### config.mk
export PLATFORM = sky130hd
export DESIGN_NAME = fwd_hazard_ctrl
export DESIGN_NICKNAME = d
export VERILOG_FILES = /design/src/rtl/fwd_hazard_ctrl.sv
export SDC_FILE = /design/constraint.sdc
export NUM_CORES = 1
export LEC_CHECK = 0
export CORE_ASPECT_RATIO = 0.6
export CORE_MARGIN = 2
export CORE_UTILIZATION = 35
export CTS_BUF_LIST = sky130_fd_sc_hd__clkbuf_8
export DETAILED_ROUTE_END_ITERATION = 16
export SYNTH_ARGS = -nofsm -noshare
export SYNTH_HDL_FRONTEND = slang
export SYNTH_SLANG_ARGS = --single-unit
### constraint.sdc
create_clock -name i_clk -period 2.2 [get_ports i_clk]
set_input_delay 0.33 -clock i_clk [delete_from_list [all_inputs] [get_ports i_clk]]
set_output_delay 0.33 -clock i_clk [all_outputs]
set_load 0.01 [all_outputs]
### src/rtl/fwd_hazard_ctrl.sv
// ---------------------------------------------------------------------------
// fwd_hazard_ctrl
// Forwarding and load-use hazard controller for the EXE stage of the
// pipelined MIPS core. A shift-register tracker holds one entry per stage
// from EXE to the last forwarding stage. Each cycle the ID sources are
// compared against the tracker to produce registered forward selects for
// EXE and a combinational load-use stall.
//
// Ports:
//   i_clk          clock, rising edge
//   i_rst_n        asynchronous active-low reset
//   i_id_valid     ID instruction is valid
//   i_id_src_addr  source register addresses, src k at [k*REG_AW +: REG_AW]
//   i_id_src_used  src k is actually read by the ID instruction
//   i_id_dst_addr  destination register of the ID instruction
//   i_id_reg_write ID instruction writes i_id_dst_addr
//   i_id_mem_read  ID instruction is a load
//   i_flush        kill the ID instruction (branch/jump redirect)
//   o_stall_out    combinational: hold PC and IF/ID, bubble into EXE
//   o_exe_valid    EXE stage holds a valid instruction
//   o_fwd_sel      per-source select for EXE: 0=regfile, k=stage k result
// ---------------------------------------------------------------------------
module fwd_hazard_ctrl #(
    parameter  int unsigned REG_AW    = 5,
    parameter  int unsigned NUM_SRC   = 2,
    parameter  int unsigned FWD_DEPTH = 2,
    parameter  int unsigned LOAD_LAT  = 1,
    localparam int unsigned SEL_W     = $clog2(FWD_DEPTH + 1)
) (
    input  logic                        i_clk,
    input  logic                        i_rst_n,
    input  logic                        i_id_valid,
    input  logic [NUM_SRC*REG_AW-1:0]   i_id_src_addr,
    input  logic [NUM_SRC-1:0]          i_id_src_used,
    input  logic [REG_AW-1:0]           i_id_dst_addr,
    input  logic                        i_id_reg_write,
    input  logic                        i_id_mem_read,
    input  logic                        i_flush,
    output logic                        o_stall_out,
    output logic                        o_exe_valid,
    output logic [NUM_SRC*SEL_W-1:0]    o_fwd_sel
);

    // Tracker: entry j describes the instruction entering stage j+1 next edge.
    logic [FWD_DEPTH-1:0]       r_vld;
    logic [FWD_DEPTH-1:0]       r_wr;
    logic [FWD_DEPTH-1:0]       r_ld;
    logic [REG_AW-1:0]          r_dst [FWD_DEPTH];

    logic [NUM_SRC*SEL_W-1:0]   r_fwd_sel;
    logic                       r_exe_valid;

    logic [NUM_SRC*SEL_W-1:0]   w_next_sel;
    logic [NUM_SRC-1:0]         w_src_stall;
    logic                       w_stall;
    logic                       w_adv;

    // Source-vs-tracker compare; scanning oldest to youngest lets the
    // youngest match overwrite, giving it priority.
    always_comb begin
        w_next_sel  = '0;
        w_src_stall = '0;
        for (int k = 0; k < int'(NUM_SRC); k++) begin
            for (int j = int'(FWD_DEPTH) - 1; j >= 0; j--) begin
                if (r_vld[j] && r_wr[j] && (r_dst[j] != '0) && i_id_src_used[k] &&
                    (r_dst[j] == i_id_src_addr[k*REG_AW +: REG_AW])) begin
                    w_next_sel[k*SEL_W +: SEL_W] = SEL_W'(j + 1);
                    // Load data not yet available before stage 1+LOAD_LAT.
                    w_src_stall[k] = r_ld[j] && (j < int'(LOAD_LAT));
                end
            end
        end
    end

    // Flush and invalid ID both suppress the stall; either inserts a bubble.
    always_comb begin
        w_stall = i_id_valid && !i_flush && (|w_src_stall);
        w_adv   = i_id_valid && !i_flush && !w_stall;
    end

    // Tracker shift and registered EXE outputs.
    always_ff @(posedge i_clk or negedge i_rst_n) begin
        if (!i_rst_n) begin
            r_vld       <= '0;
            r_wr        <= '0;
            r_ld        <= '0;
            for (int j = 0; j < int'(FWD_DEPTH); j++) begin
                r_dst[j] <= '0;
            end
            r_fwd_sel   <= '0;
            r_exe_valid <= 1'b0;
        end else begin
            for (int j = 1; j < int'(FWD_DEPTH); j++) begin
                r_vld[j] <= r_vld[j-1];
                r_wr[j]  <= r_wr[j-1];
                r_ld[j]  <= r_ld[j-1];
                r_dst[j] <= r_dst[j-1];
            end
            r_vld[0]    <= w_adv;
            r_exe_valid <= w_adv;
            if (w_adv) begin
                r_wr[0]   <= i_id_reg_write;
                r_ld[0]   <= i_id_mem_read;
                r_dst[0]  <= i_id_dst_addr;
                r_fwd_sel <= w_next_sel;
            end else begin
                r_fwd_sel <= '0;
            end
        end
    end

    assign o_stall_out = w_stall;
    assign o_exe_valid = r_exe_valid;
    assign o_fwd_sel   = r_fwd_sel;

endmodule

; ---- Yosys cells after proc, flatten, opt, wreduce, memory -nomap -nowiden
; Cells that the tools add are included.
[op_classes]
n_div = 0
add_sub_neg = 0
n_reduce_logical = 20
mux = 7
shifts = 0
eq_ne = 4
n_bitwise = 0
mul = 0
magnitude_cmp = 0
[ops]
columns = operator, count
row1 = 5-bit == test, 4
row2 = 1-bit logical AND, 15
row3 = 5-bit nonzero test, 2
row4 = 2-bit 2-to-1 mux, 4
row5 = 4-bit 2-to-1 mux, 1
row6 = 1-bit logical NOT, 2
row7 = 1-bit 2-to-1 mux, 2
row8 = 2-bit OR reduction, 1
[totals]
register_bits = 20
latchBits = 0
memories = 0
ramBits = 0
romBits = 0
output_inout_bits = 6
in_bits = 23

; ---- Depth between registers and ports, before layout
[logic_depth]
ltp_word = 10
mapped_depth = 5
depth_no_buf = 5

; ---- Least setup slack after synthesis
; Ideal clock, no wire load.
[synth_path]
kind = register to output
from = register r_dst[5] (netlist bit)
to = output port o_stall_out
path_buffers = 0
path_stages_with_launch = 5
arrival_ps = 1545
slack_ps = 325
cell_sequence = dfrtp_1 or3_1 o311a_1 and2_4 o211a_1
[synth_via]
elab_chain_cells = 7
word_cells_on_any_way = 12
classes_between = eq/ne (2) / mux (2) / reduce/logical (8)
[synth_lines]
columns = item, line
row1 = from (decl), 48  ; logic [REG_AW-1:0] r_dst [FWD_DEPTH];
row2 = "from (signal, indexed assignment)", 97  ; r_dst[j] <= r_dst[j-1];
row3 = 5-bit nonzero test, 65  ; if (r_vld[j] && r_wr[j] && (r_dst[j] != '0) && i_id_src_used[k] &&
row4 = 1-bit logical AND (3 in series), 65
row5 = 1-bit 2-to-1 mux, 65
row6 = 2-bit OR reduction *, 77  ; w_stall = i_id_valid && !i_flush && (|w_src_stall);
row7 = 1-bit logical AND *, 77
row8 = to (decl), 39  ; output logic o_stall_out,
; Every way passes the cells marked *; elsewhere a longest branch is shown, timed or not.

; ---- Final worst setup path
[layout_path]
from = register r_dst[7] (netlist bit)
to = output port o_stall_out
; The elaborated chain is that of the path after synthesis.

==> impl_results.md <==
- Worst path slowest cell: dfrtp_2
- Slew @ Worst Pin: 0.606 ns
- Final worst path period need: about 2.2 ns
- Clock Sinks: 19
- Hpwl dp: ~2100 µm
- Antenna violations before repair: 0
- Cell row count: 15
- Area of the mapped netlist: 1070 µm²
- Clock-pin slew on the worst setup and hold paths: 0.07 ns
- Average routed wire per standard cell: 14.1 µm
- Max Slew Vio Count: 0
- Area of the multi-input gates: around 630 µm²
- DRT iter0 DRCs: 31
- P_leak: roughly 0.7 nW
- # DRC: 0
- Crit Path Max Fanout: 3
- VDD IR-drop max: 0.265 mV
- Worst skew pair latency: 0.25 ns
- Global-route wire length before repair: between 4000 and 5000 µm
- Final hold vios: 0
- Util after Layout: 59.3%
- IO Port Bufs: 28
- Fill count: roughly 280
- Avg Vias per Cell: just under 5
- Cell count after synthesis: 100
- Die footprint: 3540 µm²
- Pre-Repair DR Iteration Count: 4
- CP peak stage delay: 0.41 ns
- CP required: about 1.9 ns
- Synth top area share: 44.3%
- Largest buffer count on any clock path: 2
- Period utilisation layout: 99.8%
- Crit. Startpoint: r_dst[7]
- GRT overflow: 0
- Post-synthesis sequential area ratio: 44.3%
- Commonest cells in the netlist: dfrtp_1 (19), xor2_1 (12), nand2_1 (10), xnor2_1 (8), nand3_1 (7)
- Top-count cell post-synth: dfrtp_1
- CP Launch Type: flop
- RSZ-0062 raised after global routing: yes
- Crit Path Category: reg -> out
- CTS tree: yes
- I/O pin count: 29
- CTS H-tree lvls: 1
- ANT nets after route: 0
- Worst R2R Start: r_dst[7]
- RePlAce Congestion: 0.814
- Antenna cells: 0
- Netlist cell types: 28
- Vias in the first global route: between 900 and 1,000
- Fraction of layout cells with a size suffix above 1: 29.4%
- Status: complete, no violations
- Starting Density: 37.1%
- Number of synthesized flops with an enable pin: 0
- Via Count: between 900 and 1,000
- Critical path endpoint category: output port
- Final setup fails: 0
- Cell taking the most area after synthesis: dfrtp_1
- Clock skew: 0.00548 ns
- Synth Area per Inst: approximately 11 µm²
- Worst path cell trace: or3_1 > o311a_1 > and2_4 > o211a_1 > buf_2
- Ys Warns: 0
- Total Wirelength: 2860 µm
- FF+latch count, synth: 19
- Root buffer cell: clkbuf_8
- Area contributors post-synth: dfrtp_1 (44%), xor2_1 (9.8%), xnor2_1 (6.5%)
- Tot Pwr: 0.973 mW
- Layout area overhead: 59.7%
- Pwr dens: 567 nW/µm²
- Storage cell area: approximately 480 µm²
- Die Y: ~47 µm
- FFs w/ async S/R, synth: 100%
- Num CTS Buffers: 3
- Total Neg Setup Slack: 0 ns
- Highest Clock Rate: 456 MHz
- Crit path arrival time: about 1.9 ns
- Core area: 2890 µm²
- Syn nets: 123
- Die W: 75.5 µm
- Placed insts: 192
- Count of hold-fix buffers inserted at cts: 0
- Hold Crit Class: in -> async
- Total track usage: 17.7%
- Number of max-cap violations: 0
- Largest net degree at the start of global routing: 20
- Synth Flop Type: dfrtp_1
- Final net count: 184
- Final Instance Count excl. Fillers: 202
- Relative slew margins: 59.5%
[layer usage]
metal | GRT usage (%) | wire [µm] | up-vias
met3 | 4.29 | 174 | 0
met2 | 25.2 | 1250 | 29
li1 | - | - | 486
met5 | 0 | 0 | -
met1 | 26.8 | 1430 | 461
met4 | 4.56 | 0 | 0
[cell families (layout without fill, tap and decap cells)]
group	Yosys count	after routing	share of synthesized area, %
compound gates	18	18	16.7
mux	1	1	0.932
buf+inv	2	62	0.700
xor+xnor	20	20	16.3
simple gates	40	40	21.1
flops	19	19	44.3
[repair_timing]
| action | in CTS | in global routing |
|---|---|---|
| gates resized for setup | 8 | 5 |
| gates cloned | 0 | 0 |
| pin swaps | 4 | 10 |
| setup buffers | 4 | 2 |
| setup endpoints to repair | 1 | 1 |
[critical path, delay by kind of cell, from the launching register on]
kind	cells	cell delay (ns)
AO/OA/AOI/OAI	2	0.53
buffers and inverters	1	0.13
flip-flops	1	0.41
AND/OR/NAND/NOR	2	0.54
[per-stage QoR]
step	hold WS (ns)	setup slack [ns]	area (µm²)
after CTS	0.418	-0.0214	1660
after detailed placement	0.399	-0.465	1580
after global placement	0.394	-0.469	1580
after floorplan	0.0344	0.325	1070
final	0.413	0.00533	1710
after global routing	0.427	-0.0459	1710
[report_power, final]
group	total, mW	internal [mW]	switching (mW)
clock network	0.241	0.126	0.115
registers	0.432	0.389	0.0434
logic	0.300	0.174	0.126
total	0.973	0.688	0.285
[path summary, 6_finish.rpt]
path,to,slack [ns],depth (start not counted)
worst max register to register,o_fwd_sel[3],0.21,6
worst max-delay path,o_stall_out,0.005,5
max in group asynchronous,r_dst[7],1.57,2
min in group i_clk,r_wr[1],0.42,0
worst min-delay path,r_wr[0],0.41,2
worst min register to register,r_wr[1],0.42,0
[placed cells by master, fill, tap and decap left out, types with 2 or more instances in the layout]
cell              n
clkdlybuf4s50_1  27
xor2_1           12
nand2_1          10
xnor2_1           6
and2_4            2
a2111oi_4         2
a22oi_1           5
and2_1            5
xnor2_2           2
or3_1             2
nor3b_1           2
nor4_1            2
dfrtp_2           2
dfrtp_1          17
buf_4            29
nand3_1           7
clkbuf_8          3
or4_1             2
o211ai_1          6
[final cells by class]
| type | instances | share of cell area [%] |
|---|---|---|
| Clock buffer | 3 | 2.41 |
| Timing Repair Buffer | 58 | 29.4 |
| Sequential cell | 19 | 27.9 |
| Clock inverter | 1 | 0.292 |
| Multi-Input combinational cell | 79 | 36.9 |
| Tap cell | 42 | 3.07 |
[registers in the layout, indices dropped and copies added (netlist names)]
signal     cells
o_fwd_sel      4
r_dst         10
r_ld           1
r_vld          2
r_wr           2
Note: power is estimated with default switching activity, not from simulation.
